==> config.mk <==
export PLATFORM = sky130hd
export DESIGN_NAME = rf_port_arbiter_flat
export DESIGN_NICKNAME = d
export VERILOG_FILES = /design/src/rtl/rf_port_arbiter_if.sv /design/src/rtl/rf_port_arbiter.sv /design/src/flat_wrapper.sv
export SDC_FILE = /design/constraint.sdc
export NUM_CORES = 1
export LEC_CHECK = 0
export ABC_AREA = 1
export BUFFER_PORTS_ARGS = -buffer_cell sky130_fd_sc_hd__buf_4
export CAP_MARGIN = 30
export CORE_AREA = 5 5 44 46
export DETAILED_ROUTE_END_ITERATION = 8
export DIE_AREA = 0 0 49 51
export GPL_TIMING_DRIVEN = 0
export PLACE_DENSITY = 0.86
export SKIP_LAST_GASP = 1
export SYNTH_ARGS = -nofsm -noshare
export SYNTH_HDL_FRONTEND = slang
export SYNTH_SLANG_ARGS = --single-unit
==> constraint.sdc <==
create_clock -name clk -period 2.8 [get_ports clk]
set_input_delay 0 -clock clk [delete_from_list [all_inputs] [get_ports clk]]
set_output_delay 0 -clock clk [all_outputs]
set_load 0.02 [all_outputs]
==> src/rtl/rf_port_arbiter_if.sv <==
// Register-file arbitration bundle: two requester field sets in, granted register-file controls out.
// Requesters drive the request side (master); the arbiter drives grants and datapath controls (slave).
interface rf_port_arbiter_if #(
  parameter int AW = 2
);
  // requester 0 (sequencing control FSM)
  logic          req0;
  logic          lock0;
  logic          we0;
  logic          src0;
  logic [AW-1:0] waddr0;
  logic [AW-1:0] raddr1_0;
  logic [AW-1:0] raddr2_0;

  // requester 1 (host/debug access port)
  logic          req1;
  logic          lock1;
  logic          we1;
  logic          src1;
  logic [AW-1:0] waddr1;
  logic [AW-1:0] raddr1_1;
  logic [AW-1:0] raddr2_1;

  // grants and register-file controls
  logic          gnt0;
  logic          gnt1;
  logic          rfwe;
  logic          rfsrcmuxsel;
  logic [AW-1:0] waddr;
  logic [AW-1:0] raddr1;
  logic [AW-1:0] raddr2;
  logic          wr0_drop;

  modport master (
    output req0, lock0, we0, src0, waddr0, raddr1_0, raddr2_0,
    output req1, lock1, we1, src1, waddr1, raddr1_1, raddr2_1,
    input  gnt0, gnt1, rfwe, rfsrcmuxsel, waddr, raddr1, raddr2, wr0_drop
  );

  modport slave (
    input  req0, lock0, we0, src0, waddr0, raddr1_0, raddr2_0,
    input  req1, lock1, we1, src1, waddr1, raddr1_1, raddr2_1,
    output gnt0, gnt1, rfwe, rfsrcmuxsel, waddr, raddr1, raddr2, wr0_drop
  );
endinterface

==> src/rtl/rf_port_arbiter.sv <==
// Round-robin register-file arbiter with bounded locking; grant registered one cycle after req.
// A requester waits (holds req and fields) until it sees its grant; writes to R0 are suppressed.
module rf_port_arbiter #(
  parameter int AW       = 2,
  parameter int MAX_LOCK = 4,
  parameter int CW       = 3
) (
  input  logic               clk,
  input  logic               reset,
  rf_port_arbiter_if.slave   bus
);

  typedef enum logic [1:0] {
    IDLE = 2'd0,
    G0   = 2'd1,
    G1   = 2'd2
  } state_t;

  localparam logic [CW-1:0] LOCK_LIM = CW'(MAX_LOCK - 1);
  localparam logic [CW-1:0] CNT_MAX  = {CW{1'b1}};

  state_t        state;
  state_t        state_nxt;
  logic          last;
  logic [CW-1:0] lock_cnt;
  logic [CW-1:0] lock_cnt_nxt;
  logic          wr0_drop_q;

  // owner's fields, selected by the current grant
  logic          own_req;
  logic          own_lock;
  logic          own_we;
  logic          own_src;
  logic [AW-1:0] own_waddr;
  logic [AW-1:0] own_raddr1;
  logic [AW-1:0] own_raddr2;
  logic          oth_req;
  logic          recent;
  logic          hold;
  logic          active;
  logic          wr0_hit;

  always_comb begin
    own_req    = 1'b0;
    own_lock   = 1'b0;
    own_we     = 1'b0;
    own_src    = 1'b0;
    own_waddr  = '0;
    own_raddr1 = '0;
    own_raddr2 = '0;
    oth_req    = 1'b0;
    case (state)
      G0: begin
        own_req    = bus.req0;
        own_lock   = bus.lock0;
        own_we     = bus.we0;
        own_src    = bus.src0;
        own_waddr  = bus.waddr0;
        own_raddr1 = bus.raddr1_0;
        own_raddr2 = bus.raddr2_0;
        oth_req    = bus.req1;
      end
      G1: begin
        own_req    = bus.req1;
        own_lock   = bus.lock1;
        own_we     = bus.we1;
        own_src    = bus.src1;
        own_waddr  = bus.waddr1;
        own_raddr1 = bus.raddr1_1;
        own_raddr2 = bus.raddr2_1;
        oth_req    = bus.req0;
      end
      default: ;
    endcase
  end

  // The current owner counts as the most recent grantee in the tie-break of this very cycle.
  always_comb begin
    recent = last;
    if (state == G0) recent = 1'b0;
    else if (state == G1) recent = 1'b1;
  end

  assign hold = (state != IDLE) && own_req && own_lock &&
                (!oth_req || (lock_cnt < LOCK_LIM));

  always_comb begin
    state_nxt    = IDLE;
    lock_cnt_nxt = '0;
    if (hold) begin
      state_nxt    = state;
      lock_cnt_nxt = (lock_cnt == CNT_MAX) ? lock_cnt : lock_cnt + 1'b1;
    end else if (bus.req0 && bus.req1) begin
      state_nxt = recent ? G0 : G1;
    end else if (bus.req0) begin
      state_nxt = G0;
    end else if (bus.req1) begin
      state_nxt = G1;
    end
  end

  always_ff @(posedge clk or posedge reset) begin
    if (reset) begin
      state    <= IDLE;
      last     <= 1'b1;
      lock_cnt <= '0;
    end else begin
      state    <= state_nxt;
      lock_cnt <= lock_cnt_nxt;
      if (state == G0) last <= 1'b0;
      else if (state == G1) last <= 1'b1;
    end
  end

  // A transaction runs only while the owner still requests; R0 is never written.
  assign active  = (state != IDLE) && own_req;
  assign wr0_hit = active && own_we && (own_waddr == '0);

  always_ff @(posedge clk or posedge reset) begin
    if (reset) wr0_drop_q <= 1'b0;
    else       wr0_drop_q <= wr0_hit;
  end

  always_comb begin
    bus.gnt0        = (state == G0);
    bus.gnt1        = (state == G1);
    bus.rfwe        = 1'b0;
    bus.rfsrcmuxsel = 1'b0;
    bus.waddr       = '0;
    bus.raddr1      = '0;
    bus.raddr2      = '0;
    if (active) begin
      bus.rfwe        = own_we && (own_waddr != '0);
      bus.rfsrcmuxsel = own_src;
      bus.waddr       = own_waddr;
      bus.raddr1      = own_raddr1;
      bus.raddr2      = own_raddr2;
    end
  end

  assign bus.wr0_drop = wr0_drop_q;

endmodule

==> src/flat_wrapper.sv <==
// flat-port wrapper written by rule: the top's interface ports become plain ports
module rf_port_arbiter_flat 
#(
  parameter int AW       = 2,
  parameter int MAX_LOCK = 4,
  parameter int CW       = 3
)
  (clk, reset, bus_req0, bus_lock0, bus_we0, bus_src0, bus_waddr0, bus_raddr1_0, bus_raddr2_0, bus_req1, bus_lock1, bus_we1, bus_src1, bus_waddr1, bus_raddr1_1, bus_raddr2_1, bus_gnt0, bus_gnt1, bus_rfwe, bus_rfsrcmuxsel, bus_waddr, bus_raddr1, bus_raddr2, bus_wr0_drop);
  rf_port_arbiter_if #(.AW(AW)) bus_i ();
  input  logic clk;
  input  logic reset;
  input wire logic [$bits(bus_i.req0)-1:0] bus_req0;
  input wire logic [$bits(bus_i.lock0)-1:0] bus_lock0;
  input wire logic [$bits(bus_i.we0)-1:0] bus_we0;
  input wire logic [$bits(bus_i.src0)-1:0] bus_src0;
  input wire logic [$bits(bus_i.waddr0)-1:0] bus_waddr0;
  input wire logic [$bits(bus_i.raddr1_0)-1:0] bus_raddr1_0;
  input wire logic [$bits(bus_i.raddr2_0)-1:0] bus_raddr2_0;
  input wire logic [$bits(bus_i.req1)-1:0] bus_req1;
  input wire logic [$bits(bus_i.lock1)-1:0] bus_lock1;
  input wire logic [$bits(bus_i.we1)-1:0] bus_we1;
  input wire logic [$bits(bus_i.src1)-1:0] bus_src1;
  input wire logic [$bits(bus_i.waddr1)-1:0] bus_waddr1;
  input wire logic [$bits(bus_i.raddr1_1)-1:0] bus_raddr1_1;
  input wire logic [$bits(bus_i.raddr2_1)-1:0] bus_raddr2_1;
  output wire logic [$bits(bus_i.gnt0)-1:0] bus_gnt0;
  output wire logic [$bits(bus_i.gnt1)-1:0] bus_gnt1;
  output wire logic [$bits(bus_i.rfwe)-1:0] bus_rfwe;
  output wire logic [$bits(bus_i.rfsrcmuxsel)-1:0] bus_rfsrcmuxsel;
  output wire logic [$bits(bus_i.waddr)-1:0] bus_waddr;
  output wire logic [$bits(bus_i.raddr1)-1:0] bus_raddr1;
  output wire logic [$bits(bus_i.raddr2)-1:0] bus_raddr2;
  output wire logic [$bits(bus_i.wr0_drop)-1:0] bus_wr0_drop;
  assign bus_i.req0 = bus_req0;
  assign bus_i.lock0 = bus_lock0;
  assign bus_i.we0 = bus_we0;
  assign bus_i.src0 = bus_src0;
  assign bus_i.waddr0 = bus_waddr0;
  assign bus_i.raddr1_0 = bus_raddr1_0;
  assign bus_i.raddr2_0 = bus_raddr2_0;
  assign bus_i.req1 = bus_req1;
  assign bus_i.lock1 = bus_lock1;
  assign bus_i.we1 = bus_we1;
  assign bus_i.src1 = bus_src1;
  assign bus_i.waddr1 = bus_waddr1;
  assign bus_i.raddr1_1 = bus_raddr1_1;
  assign bus_i.raddr2_1 = bus_raddr2_1;
  assign bus_gnt0 = bus_i.gnt0;
  assign bus_gnt1 = bus_i.gnt1;
  assign bus_rfwe = bus_i.rfwe;
  assign bus_rfsrcmuxsel = bus_i.rfsrcmuxsel;
  assign bus_waddr = bus_i.waddr;
  assign bus_raddr1 = bus_i.raddr1;
  assign bus_raddr2 = bus_i.raddr2;
  assign bus_wr0_drop = bus_i.wr0_drop;
  rf_port_arbiter #(.AW(AW), .MAX_LOCK(MAX_LOCK), .CW(CW)) u_core (.clk(clk), .reset(reset), .bus(bus_i));
endmodule
# == Word-level counts from Yosys, hierarchy flattened ==
# Cells that the tools add are included.
# totals
ramBits,0
memories,0
elab_cells,43
rom_bits,0
out_inout_bits,11
inputBits,22
latchBits,0
register_bits,7
# op_classes
shift,0
multipliers,0
n_eq_ne,4
n_mux,21
addsub,1
bitwise,0
div_mod_pow,0
reduce_logical,12
magnitude_cmp,1
# ops
cell,n
2-bit two-way mux,7
2-bit one-hot mux with 2 select lines,3
1-bit one-hot mux with 2 select lines,5
1-bit logical AND,7
3-bit two-way mux,2
1-bit two-way mux,4
2-bit nonzero test,2
"3-bit by 1-bit adder with 3-bit output, second input constant",1
"3-bit equality test, second input constant",1
"3-bit by 2-bit < comparator with 1-bit output, second input constant",1
"2-bit by 1-bit equality test with 1-bit output, second input constant",1
"2-bit equality test, second input constant",1
2-bit logical NOT,1
"2-bit != test, second input constant",1
1-bit logical NOT,1
1-bit logical OR,1

# == Logic depth before layout (Yosys ltp) ==
# logic_depth
ltp_word,6
depth_mapped,10
depth_no_buf,9

# == Worst setup path before layout ==
# Ideal clock, no wire load.
# synth_timing
path_type,register to register
startpoint,register u_core.state[0]
endpoint,register u_core.state[0]
t_required_ns,2.683
synth_period_minus_slack_ns,1.495
stages_incl_launch_ff,11
n_path_buf,1
setup_time_ns,0.117
t_arrival_ns,1.378
setup_slack_ns,1.305
cell_sequence,dfrtp_1 inv_1 ha_1 buf_6 nand2_2 nand2_4 nand2_4 nor2_8 nand2_4 nand2_1 nand2_1
# synth_via
elab_chain_len,5
elab_cells_between_ends,15
classes_between,eq/ne: 2; mux: 7; reduce/logical: 6
# synth_rtl
element,line_no,rtl
from (decl),rf_port_arbiter.sv:22,state_t state;
from (signal assigned),rf_port_arbiter.sv:108,state <= state_nxt;
2-bit equality test (*),--,
named net bus_gnt1,flat_wrapper.sv:27,output wire logic [$bits(bus_i.gnt1)-1:0] bus_gnt1;
1-bit two-way mux or 1-bit one-hot mux with 2 select lines (tied branches),--,
1-bit two-way mux (tied with other cells),--,
2-bit two-way mux (tied with other cells),rf_port_arbiter.sv:94,state_nxt = recent ? G0 : G1;
2-bit two-way mux or 1-bit logical AND (tied branches),"rf_port_arbiter.sv:93, rf_port_arbiter.sv:84",
# The timed path passes the listed nets; every way through them passes the cells marked *.
# A chain may end at the register's enable or synchronous reset.

# == Final worst setup path ==
# layout_timing
startpoint,register u_core.state[0]
endpoint,output port bus_rfwe
# layout_via
elab_chain_len,5
elab_cells_between_ends,10
classes_between,eq/ne: 2; mux: 4; reduce/logical: 4
# layout_rtl
element,line_no,rtl
2-bit equality test or 2-bit by 1-bit equality test with 1-bit output (tied branches),rf_port_arbiter.sv:52,case (state)
2-bit one-hot mux with 2 select lines,rf_port_arbiter.sv:52,
2-bit nonzero test,rf_port_arbiter.sv:133,bus.rfwe = own_we && (own_waddr != '0);
1-bit logical AND,rf_port_arbiter.sv:133,
1-bit two-way mux (*),rf_port_arbiter.sv:132,if (active) begin
to (decl),flat_wrapper.sv:28,output wire logic [$bits(bus_i.rfwe)-1:0] bus_rfwe;
# Every way passes the cells marked *; elsewhere a longest branch is shown, timed or not.

==> out/metrics.csv <==
metric;value;unit
cts bufs inserted;3;
Tmin final;1.738;ns
asr flop ratio synth;100.0;%
RSZ-0062 raised after global routing;false;
gr ovfl total;0;
dpl ws;1.237;ns
worst skew pair latency;0.24;ns
Post-synth EDFFs;0;
CTS sink count;7;
CP Capture Type;output port;
CTS root buf;clkbuf_4;
max_cap viols;0;
largest net degree at the start of global routing;11;
IO Pins;33;
clock network power share;21.7;%
top cell type's share of synthesized area;22.99;%
Synth Area per Inst;7.257;um2
final hold viol count;0;
Seq/Total Area, Yosys;27.01;%
post-CTS setup repair buffer count;0;
DRC Markers;0;
setup violators final;0;
Die ar.;0.002499;mm2
total power;0.0004053;W
main flop type after synthesis;dfrtp_1;
top area cells in the synthesized netlist;dfrtp_1 23%, nand2_1 21%, ha_1 11%;
vias in the first global route;666;
Diodes inserted;0;
first-pass GRT wire length;2.870;mm
area of the core;0.001471;mm2
global placement routability congestion;0.7197;
worst-margin pin slew;0.2614;ns
Reg clk slew, reported paths;0.05;ns
drt initial violations;0;
DP HPWL;1.332;mm
switching power total;0.0001539;W
CP Class;flop to output port;
Max Buffers Root-to-Sink;2;
Sw Ratio;37.98;%
fin worst setup slack;1.062;ns
Starting Density;44.39;%
H-Tree Depth;1;
Area growth, synth to finish;45.40;%
most numerous cell in the Yosys netlist;nand2_1;
Max FO, Critical Path;9;
library cells used by synthesis;21;
GRT Util Overall;13.98;%
Yosys reg bits;7;
FF-to-FF Start;u_core.state[0];
wire per inst;10.85;um
Die W;49;um
setup tns final;0;ns
Worst Reg-to-Reg Cells;9;
Buffers on Ports;32;
DR vias/cell;4.601;
Min-Delay Path Depth;4;
initial antenna violation count;0;
Syn. warnings;0;
Worst setup SP type;flop;
Pwr Density;426.8;mW/mm2
# nets final;156;
CTS tree;built;
Peak VDD IR;0.0002585;V
Post-DRT Antenna Nets;0;
leakage power;0.5529;nW
Synth top cells by count;37 x nand2_1, 11 x inv_1, 6 x dfrtp_1, 6 x ha_1;
die height;51;um
Post-CTS Hold Buffers;1;
Worst Clk Skew;0.0003687;ns
row count;14;
largest area contributor in the netlist;dfrtp_1;
status;finished, final reports clean;
sequential power share;31.1;%
crit share post-route;62.07;%
Mapped Nets;118;
First-pass DRT Iterations;1;
Worst Hold Class;input pin to flop;
Slew HR;82.55;%
Cells after Synth;90;
layout cell share with drive strength beyond 1;37.80;%
hold path start;bus_req0;
via count;658;
achievable frequency;0.5754;GHz
critical path required time;2.80;ns
post-CTS sizing;0;
logic gate share of total power;47.2;%
Pint;0.0002514;W
Setup crit start;u_core.state[0];
Worst EP arrival;1.74;ns
WL final;1.551;mm
Final Max Tran Viols;0;
Syn Std Cell Area;653.1;um2
layout make-up:
class | count | area, um2
Fill cell | 139 | 521.8
Inverter | 12 | 45.04
Clock buffer | 4 | 26.28
Timing Repair Buffer | 33 | 250.2
Multi-Input combinational cell | 69 | 409.1
Buffer | 2 | 22.52
Tap cell | 16 | 20.02
Sequential cell | 7 | 176.4
worst max-delay path, stage by stage, from the launching register on:
cell and delay (ns):
dfrtp_1 0.38, inv_1 0.10, ha_1 0.37, inv_2 0.06, nor2_4 0.10, nand2_4 0.12
a21oi_2 0.13, nand2_1 0.06, inv_1 0.05, buf_4 0.13
power groups by stage:
stage	Sequential, W	Combinational, W	Clock [W]
after floorplan	0.000125	0.000134	0
after global placement	0.000126	0.000187	0
after detailed placement	0.000127	0.000193	0
after CTS	0.000126	0.000195	0.0000935
after global routing	0.000127	0.000217	0.000101
final	0.000126	0.000191	0.0000881
cells by family (layout without fill, tap and decap cells):
group / count (synthesis) / in the layout / synth area share, %
adder cells (fa/ha/maj): 6 / 6 / 11.49
multiplexers: 2 / 2 / 3.065
buffers and inverters: 14 / 51 / 10.34
AND/OR/NAND/NOR: 52 / 52 / 39.46
AO/OA/AOI/OAI: 8 / 8 / 7.280
flip-flops: 7 / 7 / 27.01
XOR/XNOR: 1 / 1 / 1.341
metal layers:
metal | share of wire [%] | routed length (um) | track usage, % | vias to the layer above
met5 | 0 | 0 | 0 | -
met4 | 1.1 | 17 | 6.726 | 0
met3 | 8.3 | 129 | 4.070 | 2
met2 | 52 | 811 | 26.74 | 23
met1 | 38 | 593 | 13.68 | 285
li1 | - | - | - | 348
final timing paths:
check	endpoint	slack, ns
hold reg to reg	u_core.last	0.57
max in group asynchronous	u_core.last	2.30
setup / recovery	bus_rfwe	1.06
min in group asynchronous	u_core.lock_cnt[2]	0.23
setup reg to reg	u_core.state[0]	1.26
hold / removal	u_core.state[1]	0.07
cells in the final DEF (no fill, tap or decap), types with 3 or more instances in the layout:
cell      instances
a21oi_1           5
buf_4            32
clkbuf_4          3
dfrtp_1           6
ha_1              6
inv_1            11
nand2_1          37
nand2_4           3
nor2_1            5
stage by stage:
step | cells | area [um2] | utilization (%) | hold slack, ns
after global placement | 138 | 913.4 | 62.07 | -0.05759
after global routing | 143 | 949.7 | 64.54 | 0.1103
final | 143 | 949.7 | 64.54 | 0.07365
after detailed placement | 138 | 913.4 | 62.07 | -0.05043
after floorplan | 90 | 653.1 | - | -0.1973
after CTS | 143 | 949.7 | 64.54 | 0.06715
state kept, by name, summed over array words and instances, names as in the netlist:
register,count
u_core.last,1
u_core.state,2
u_core.lock_cnt,3
u_core.bus.wr0_drop,1
Note: power is estimated with default switching activity, not from simulation.
